[src/rtl/node_inject_tx.sv]
// node_inject_tx: local-port transmitter of a node router.
// Core requests {dest, payload} are queued in a small FIFO. The output stage
// presents them to the router with valid/ready. Requests addressed to this
// node skip the router and leave on a one-cycle loopback pulse instead.
// The FIFO head can be taken in the same cycle a word is pushed into an empty
// FIFO, which gives one cycle from push to tx_valid/loop_valid.
// Optional build macro: TX_STALL_CNT_EN adds a saturating stall counter port.
module node_inject_tx #(
  parameter int net_width    = 4,
  parameter int stream_width = 144,
  parameter int nw_full      = 4,
  parameter int nw_half      = 2,
  parameter int self_x       = 0,
  parameter int self_y       = 0,
  parameter int fifo_depth   = 4
) (
  input  logic                                 clk,
  input  logic                                 rst,
  input  logic                                 core_valid,
  output logic                                 core_ready,
  input  logic [net_width-1:0]                 core_dest,
  input  logic [stream_width-net_width-1:0]    core_data,
  output logic [stream_width-1:0]              tx_stream,
  output logic                                 tx_valid,
  input  logic                                 tx_ready,
  output logic                                 loop_valid,
  output logic [stream_width-net_width-1:0]    loop_data,
`ifdef TX_STALL_CNT_EN
  output logic [15:0]                          stall_cnt,
`endif
  output logic [$clog2(fifo_depth):0]          fifo_count
);

  localparam int PW = stream_width - net_width;
  localparam int AW = $clog2(fifo_depth);
  localparam int CW = AW + 1;

  typedef enum logic {
    EMPTY = 1'b0,
    HOLD  = 1'b1
  } state_t;

  logic [stream_width-1:0] mem_q [fifo_depth];
  logic [CW-1:0]           wr_ptr_q;
  logic [CW-1:0]           rd_ptr_q;
  logic [CW-1:0]           count;
  logic                    fifo_full;
  logic                    fifo_empty;
  logic                    push;
  logic                    head_avail;
  logic [stream_width-1:0] head_word;
  logic [net_width-1:0]    head_dest;
  logic                    head_self;

  state_t                  state_q;
  state_t                  state_d;
  logic                    pop;
  logic                    load_tx;
  logic                    load_loop;

  logic [stream_width-1:0] tx_stream_q;
  logic                    loop_valid_q;
  logic [PW-1:0]           loop_data_q;

  // Occupancy from the extra-MSB pointers; full blocks a push even if a pop
  // happens in the same cycle.
  assign count      = wr_ptr_q - rd_ptr_q;
  assign fifo_full  = (count == CW'(fifo_depth));
  assign fifo_empty = (count == '0);
  assign push       = core_valid & ~fifo_full;

  // Head of the queue: the incoming word when the FIFO is empty, so a fresh
  // request reaches the output stage without waiting a cycle.
  assign head_avail = ~fifo_empty | push;
  assign head_word  = fifo_empty ? {core_dest, core_data} : mem_q[rd_ptr_q[AW-1:0]];
  assign head_dest  = head_word[stream_width-1 -: net_width];
  assign head_self  = (head_dest[nw_half-1:0]       == nw_half'(self_x)) &&
                      (head_dest[nw_full-1:nw_half] == (nw_full - nw_half)'(self_y));

  // FIFO storage write; contents need no reset since pointers define validity.
  always_ff @(posedge clk) begin
    if (push) begin
      mem_q[wr_ptr_q[AW-1:0]] <= {core_dest, core_data};
    end
  end

  // FIFO pointers.
  always_ff @(posedge clk or posedge rst) begin
    if (rst) begin
      wr_ptr_q <= '0;
      rd_ptr_q <= '0;
    end else begin
      if (push) wr_ptr_q <= wr_ptr_q + CW'(1);
      if (pop)  rd_ptr_q <= rd_ptr_q + CW'(1);
    end
  end

  // Output stage state register.
  always_ff @(posedge clk or posedge rst) begin
    if (rst) begin
      state_q <= EMPTY;
    end else begin
      state_q <= state_d;
    end
  end

  // Output stage next state and pop decision: a pop happens whenever the
  // stage is free (EMPTY) or its word is being accepted this cycle.
  always_comb begin
    state_d = state_q;
    pop     = 1'b0;
    case (state_q)
      EMPTY: begin
        if (head_avail) begin
          pop     = 1'b1;
          state_d = head_self ? EMPTY : HOLD;
        end
      end
      HOLD: begin
        if (tx_ready) begin
          if (head_avail) begin
            pop     = 1'b1;
            state_d = head_self ? EMPTY : HOLD;
          end else begin
            state_d = EMPTY;
          end
        end
      end
      default: begin
        state_d = EMPTY;
      end
    endcase
    load_tx   = pop & ~head_self;
    load_loop = pop &  head_self;
  end

  // Router-facing word register; held stable while the router stalls.
  always_ff @(posedge clk or posedge rst) begin
    if (rst) begin
      tx_stream_q <= '0;
    end else if (load_tx) begin
      tx_stream_q <= head_word;
    end
  end

  // Loopback pulse and sticky payload for self-addressed requests.
  always_ff @(posedge clk or posedge rst) begin
    if (rst) begin
      loop_valid_q <= 1'b0;
      loop_data_q  <= '0;
    end else begin
      loop_valid_q <= load_loop;
      if (load_loop) loop_data_q <= head_word[PW-1:0];
    end
  end

`ifdef TX_STALL_CNT_EN
  logic [15:0] stall_cnt_q;

  // Saturating count of cycles where the router withholds its grant.
  always_ff @(posedge clk or posedge rst) begin
    if (rst) begin
      stall_cnt_q <= '0;
    end else if ((state_q == HOLD) && !tx_ready && (stall_cnt_q != 16'hFFFF)) begin
      stall_cnt_q <= stall_cnt_q + 16'd1;
    end
  end

  assign stall_cnt = stall_cnt_q;
`endif

  assign core_ready = ~fifo_full;
  assign tx_stream  = tx_stream_q;
  assign tx_valid   = (state_q == HOLD);
  assign loop_valid = loop_valid_q;
  assign loop_data  = loop_data_q;
  assign fifo_count = count;

endmodule

[config.mk]
export PLATFORM = sky130hd
export DESIGN_NAME = node_inject_tx
export DESIGN_NICKNAME = d
export VERILOG_FILES = /design/src/rtl/node_inject_tx.sv
export SDC_FILE = /design/constraint.sdc
export NUM_CORES = 1
export LEC_CHECK = 0
export CAP_MARGIN = 20
export CELL_PAD_IN_SITES_DETAIL_PLACEMENT = 0
export CELL_PAD_IN_SITES_GLOBAL_PLACEMENT = 2
export CORE_UTILIZATION = 40
export DETAILED_ROUTE_END_ITERATION = 8
export PLACE_DENSITY_LB_ADDON = 0.1
export SKIP_LAST_GASP = 1
export SYNTH_ARGS = -nofsm -noshare
export SYNTH_HDL_FRONTEND = slang
export SYNTH_SLANG_ARGS = --single-unit
[constraint.sdc]
create_clock -name clk -period 9.7 [get_ports clk]
set_input_delay 0.97 -clock clk [delete_from_list [all_inputs] [get_ports clk]]
set_output_delay 0.97 -clock clk [all_outputs]
set_load 0.1 [all_outputs]
### After elaboration in Yosys (flattened, before gate mapping)

Memories as Yosys holds them, arrays and structs flattened.
Cells that the tools add are included.

* flip-flop bits (word level): 292
* bits in writable memories: 576
* bits of input ports: 148
* output and inout bits: 290
* word-level logic and storage cells: 33
* memories: 1

Memory list
* mem_q: words 4, bits a word 144, rd ports 1, clocked after Yosys merged registers in 0, write ports 1, line 43 `logic [stream_width-1:0] mem_q [fifo_depth];`

* $add $sub $neg: 3
* equality and inequality tests: 1
* mux-type cells: 10
* bitwise logic cells: 8
* reductions and logical operators: 4

Operators by type and width (count)
* 144-bit 2-to-1 mux: 1
* 1-bit 2-to-1 mux: 7
* 3-bit by 1-bit adder with 3-bit output, second input constant: 2
* 2-bit zero test: 2
* 1-bit NOT: 4
* 1-bit case mux with 2 select lines: 2
* 1-bit bitwise AND: 3
* 3-bit equality test, second input constant: 1
* 3-bit zero test: 1
* 3-bit subtractor: 1
* 1-bit logical AND: 1
* 1-bit OR: 1

### Longest topological paths before layout

Gate-level depths: netlist of the first run.

* depth in word-level cells: 9
* mapped depth: 11

### Least setup slack after synthesis of the first run

Ideal clock, no wire load.

* path kind: flip-flop to flip-flop
* start: register wr_ptr_q[0]
* end: memory mem_q[3][0], enable pin
* arrival time: 5.931 ns
* required time: 9.178 ns
* setup slack: 3.247 ns
* stages on the path, launching flop included: 9
* buffers on the path: 1
* period minus slack after synthesis: 6.453 ns
* cells stage by stage: dfrtp_1 -> inv_1 -> ha_1 -> fa_1 -> xnor3_1 -> clkbuf_1 -> inv_1 -> a21boi_1 -> and2_1

* word-level cells in the longest chain between the ends: 6

Ends and longest elaborated chain
* from (decl): line 44 `logic [CW-1:0] wr_ptr_q;`
* from (signal assigned): line 93 `if (push) wr_ptr_q <= wr_ptr_q + CW'(1);`
* 3-bit subtractor: line 67 `assign count = wr_ptr_q - rd_ptr_q;`
* via fifo_count[2]: line 31 `output logic [$clog2(fifo_depth):0] fifo_count`
* 3-bit equality test: line 68 `assign fifo_full = (count == CW'(fifo_depth));`
* 1-bit NOT: line 70 `assign push = core_valid & ~fifo_full;`
* 1-bit bitwise AND: line 70
* 1-bit 2-to-1 mux: line 82 `if (push) begin`
* 1-bit 2-to-1 mux (not written as such): line 83 `mem_q[wr_ptr_q[AW-1:0]] <= {core_dest, core_data};`
* to (decl): line 43

The timed path passes the listed nets, and every way through them passes these cells.

### Final worst setup path of the first run

* start: register rd_ptr_q[0]
* end: output port core_ready

* word-level cells in the longest chain between the ends: 3

Ends and longest elaborated chain
* from (decl): line 45 `logic [CW-1:0] rd_ptr_q;`
* from (signal assigned): line 94 `if (pop) rd_ptr_q <= rd_ptr_q + CW'(1);`
* 3-bit subtractor: line 67
* 3-bit equality test: line 68
* 1-bit NOT: line 172 `assign core_ready = ~fifo_full;`
* to (decl): line 20 `output logic core_ready,`

Every way passes these cells.

==> impl_results.md, run 1 <==
* Outcome: finished with violations
* Violations in the final reports: design-rule violations
* Layout cells sized above 1 at 23.52%
* Initial DRT Pass Iterations at 7
* Startpoint Class: register
* Top cell type's share of synthesized area at 50.44%
* Hold Path Class: register to register
* Hold Buf Count CTS at 0
* Slew Limit Fails at 0
* Die X at 294.8 um
* CP max stage cell: clkdlybuf4s50_1
* GRT Util Overall at 22.37%
* GPL Wtd Cong at 0.7526
* Initial Util at 40.33%
* CP max stage delay at 1.17 ns
* FMAX at 174.3 MHz
* CORE AREA at 85010 um2
* Worst Path Required at 8.73 ns
* Nets at 2485
* Die area at 86900 um2
* Clk root buf: clkbuf_16
* Cells after Synth at 1941
* Clk sink count at 868
* Synth warn at 0
* Syn Area/Cell at 17.67 um2
* Setup tns final at 0 ns
* Post-synth EDFFs at 576
* WHS at 0.4804 ns
* Async SR Flop Fraction at 33.64%
* Filler Cell Count at 7070
* Worst-path clk slew at 0.06 ns
* H-tree Lvls at 3
* Hold Violations, Final at 0
* Register area at 24610 um2
* Final period util at 59.14%
* DRT Wirelength at 97.29 mm
* Die Height at 294.8 um
* CP arrival at 4.77 ns
* Port Buffers at 437
* Most frequent cell after synthesis: edfxtp_1
* Syn_nets at 2096
* Synth top area cells: edfxtp_1 (50%), dfrtp_1 (21%), mux4_2 (9.5%)
* Post-CTS resize count at 0
* Worst-margin pin slew at 1.167 ns
* Crit path cell chain: ha_1 > fa_1 > xnor3_4 > inv_1 > nand2_1 > clkdlybuf4s50_1
* MaxCap Viol Count at 0
* TritonCTS clock tree: built
* Post-route ant nets at 0
* Clk_skew at 0.02673 ns
* Largest net degree at the start of global routing at 144
* Most common library cells after synthesis: edfxtp_1 (576), dfrtp_1 (292), nand2_1 (283), o221a_2 (232), mux4_2 (144)
* Worst-skew pair later-pin latency at 0.64 ns
* Tmin final at 5.737 ns
* CTS max path bufs at 3
* Crit Path Category: register to output pin
* Crit path max fanout at 56
* Vias in the first global route at 21540
* Post-synthesis cell type count at 36
* Design Area, Final at 42950 um2
* Initial antenna violation count at 2
* Initial drt markers at 1466
* Ports at 438
* Area occupied by multi-input gates at 8977 um2
* Vias at 20480
* First-pass GRT wire length at 144.4 mm
* Grt total ovfl at 0
* Drt drc at 2
* Critical path capture point type: output pin
* Post-synth top flop: edfxtp_1
* Site row count at 107
* Unrepaired setup endpoints after global routing: false
* Post-Syn Area at 34290 um2
* Setup violations, final at 0
* Buf+Inv Stages, Crit Path at 2
* Postcts setup bufs at 0
* CTS Buf Count at 91
* Synthesized flop and latch total at 868
* Detailed placer's ending HPWL at 56.54 mm
* Post-place instance area at 39680 um2
* Register area share after synthesis at 71.75%
* Vias per cell at 5.770
* Core Util, Final at 50.52%
* Cell family with most CP delay: buffers and inverters
* ANT cells at 0
* Area delta synth->final at 25.27%
* Rel. slew slack at 21.97%
* Cell taking the most area after synthesis: edfxtp_1
* Drt wl/cell at 27.40 um
## final timing paths
kind / slack (ns) / cells past startpoint / end / from
setup / recovery: 3.96 / 6 / core_ready / rd_ptr_q[0]
max in group asynchronous: 7.47 / 3 / loop_data[12] / rst
min in group asynchronous: 0.87 / 2 / loop_data[100] / rst
hold / removal: 0.48 / 1 / wr_ptr_q[2] / wr_ptr_q[2]
setup reg to reg: 3.97 / 8 / loop_data[35] / rd_ptr_q[0]
hold reg to reg: 0.48 / 1 / wr_ptr_q[2] / wr_ptr_q[2]
## cells by family (layout without fill, tap and decap cells)
logic type      after synthesis  in the layout  synth area share, %
buf+inv                     180            645                2.237
compound gates              435            435                12.60
simple gates                301            301                3.474
mux                         145            145                9.491
fa+ha+maj                     7              7               0.2773
xor+xnor                      5              5               0.1679
flops                       868            868                71.75
## sequential cells by signal (all words and copies together) (netlist names)
name / cells
loop_data: 140
loop_valid: 1
rd_ptr_q: 3
tx_stream: 144
wr_ptr_q: 3
tx_valid: 1
mem_q: 576
## area by class of cell
type	count	area share, %
clock inverters	50	1.486
inverters	7	0.07865
repair buffers	469	10.89
multi-input cells	893	20.90
well taps	1144	3.332
clock buffers	119	6.010
flip-flops and latches	868	57.30
## stage by stage
stage          instances  setup WS (ns)
6_report            3550          3.963
5_1_grt             3550          3.698
4_1_cts             3548          3.890
3_5_place_dp        3379          3.950
3_3_place_gp        3379          3.985
2_1_floorplan       1941         0.6676
## metal layers
layer / wire (um) / part of all wire (%) / track usage [%]
met5: 22 / 0.023 / 0
met4: 2507 / 2.6 / 6.301
met3: 6265 / 6.4 / 4.653
met2: 46920 / 48 / 35.97
met1: 41570 / 43 / 30.77
## layout by cell type, fill, tap and decap left out, types with 28 or more instances in the layout
master / n
mux4_2: 144
clkbuf_16: 98
o221a_1: 51
edfxtp_1: 576
dfrtp_1: 290
o221a_2: 232
clkdlybuf4s50_1: 437
buf_4: 28
nand2_1: 283
a211oi_1: 140
Power of run 1 is left out: the tool's default activity adds up to more than one toggle a clock period on the data nets, which glitch-free logic cannot reach.
==> run 2: changes to the inputs <==
- CORE_UTILIZATION: 40 -> 37
- clock period: 9.7 -> 4.8 ns (I/O delays scaled with it)
==> run 2 against run 1 <==
The run now ends clean. First-iteration DRC count decreased by 9.8%. Critical path type is now register to register. Critical path depth unchanged. Non-clock buffer count increased by 11. Die area increased by 8.0%. Sequential share of layout area decreased by 0.41 points. Via count increased by 0.93%. Setup slack got worse by 3.4 ns. Register-to-register slack got worse by 3.4 ns.
==> impl_results.md, run 2 (synthesized netlist as in run 1, its figures left out) <==
* Final period util at 87.62%
* MaxCap Viol Count at 0
* FMAX at 237.8 MHz
* Non-Filler Instances at 3610
* Clk_skew at 0.02253 ns
* Drt drc at 0
* Area delta synth->final at 26.16%
* Port Buffers at 437
* Setup ws final at 0.5944 ns
* Initial DRT Pass Iterations at 5
* Site row count at 111
* CTS Buf Count at 93
* Hold Violations, Final at 0
* ANT cells at 0
* Ports at 438
* DRT Wirelength at 98.62 mm
* Dpl ws at 0.6318 ns
* Unrepaired setup endpoints after global routing: false
* Critical path capture point type: register
* Reg2reg setup slack at 0.59 ns
* CTS max path bufs at 3
* H-tree Lvls at 3
* Die Height at 306.4 um
* CORE AREA at 91660 um2
* Outcome: complete, no violations
* Worst-margin pin slew at 1.164 ns
* Hold Buf Count CTS at 0
* Vias per cell at 5.726
* Postcts setup bufs at 0
* Initial Util at 37.41%
* Largest net degree at the start of global routing at 147
* GRT Util Overall at 20.95%
* TritonCTS clock tree: built
* Vias at 20670
* Clk sink count at 868
* Startpoint Class: register
* FF-to-FF Start: rd_ptr_q[0]
* FF-to-FF End: loop_data[15]
* Vias in the first global route at 22200
* Max reg flops at 576
* Layout cells sized above 1 at 24.26%
* WL met3 at 5.661 mm
* CP arrival at 4.78 ns
* Grt total ovfl at 0
* Worst-skew pair later-pin latency at 0.65 ns
* Slew Limit Fails at 0
* Crit path max fanout at 102
* GPL Wtd Cong at 0.7408
* Post-route ant nets at 0
* Rel. slew slack at 22.17%
* Crit Path Category: register to register
* Post-CTS resize count at 0
* Detailed placer's ending HPWL at 55.89 mm
* Worst Reg2Reg Path Length in Cells at 6
* Highest routed layer: met5
* Initial antenna violation count at 6
* Drt wl/cell at 27.32 um
* Clk root buf: clkbuf_16
* Worst-path clk slew at 0.06 ns
* Die X at 306.4 um
* Hold Path Class: input pin to asynchronous set/reset pin
* First-pass GRT wire length at 147.8 mm
* Most frequent cells in the layout: edfxtp_1 (576), clkdlybuf4s50_1 (435), dfrtp_1 (290)
* WL met2 at 48.55 mm
* Placed cells at 3431
* M1 wire length at 42.17 mm
* Nets at 2498
* Die area at 93890 um2
* Setup violations, final at 0
* Tmin final at 4.206 ns
* Initial drt markers at 1323
* Commonest non-fill, non-tap cell in the layout: edfxtp_1
* Crit path from: rd_ptr_q[0]
* Worst Path Required at 5.38 ns
[run 2: cell count changes in the layout (fill, tap and decap cells not counted), sizes merged]
| cell | change |
|---|---|
| clkinv | +5 |
| inv | +4 |
| buf | +13 |
| clkdlybuf4s50 | -2 |
| clkinvlp | +3 |
| clkbuf | +1 |
| bufinv | -6 |
[run 2: metrics by stage]
| step | instance area [um2] | util (%) | hold WS [ns] | setup TNS [ns] |
|---|---|---|---|---|
| floorplan | 34300 | - | 0.4524 | -22.00 |
| global placement | 40030 | 43.67 | 0.4884 | 0 |
| detailed placement | 40050 | 43.70 | 0.4886 | 0 |
| CTS | 43200 | 47.13 | 0.2326 | 0 |
| global route | 43260 | 47.19 | 0.2552 | 0 |
| finish | 43260 | 47.19 | 0.2446 | 0 |
[run 2: final cells by class]
type                            count  area, um2
Clock buffer                      120       2560
Clock inverter                     56      584.3
Fill cell                        7807      48400
Inverter                            7      30.03
Multi-Input combinational cell    893       8977
Sequential cell                   868      24610
Tap cell                         1186       1484
Timing Repair Buffer              480       5012
[run 2: worst max path at each step]
| stage | endpoint | depth (start not counted) | slack (ns) |
|---|---|---|---|
| final | loop_data[15] | 6 | 0.59 |
| after floorplan | mem_q[3][0] | 8 | -0.05 |
| after CTS | loop_data[31] | 6 | 0.62 |
| after detailed placement | loop_data[31] | 6 | 0.63 |
| after global placement | loop_data[31] | 6 | 0.65 |
| after global routing | loop_data[31] | 6 | 0.50 |
[run 2: critical path: stages (launching register included)]
cell	delay, ns
dfrtp_4	0.42
buf_12	0.68
mux4_2	0.66
or4_4	1.00
o22ai_4	0.32
buf_12	0.30
o221a_2	0.34
[run 2: metal layers]
metal / global-route usage (%) / up-vias
met4: 5.663 / 12
met1: 27.82 / 11110
met2: 34.90 / 606
li1: - / 8803
met3: 4.348 / 142
met5: 0 / -
Power of run 2 is left out for the same reason.
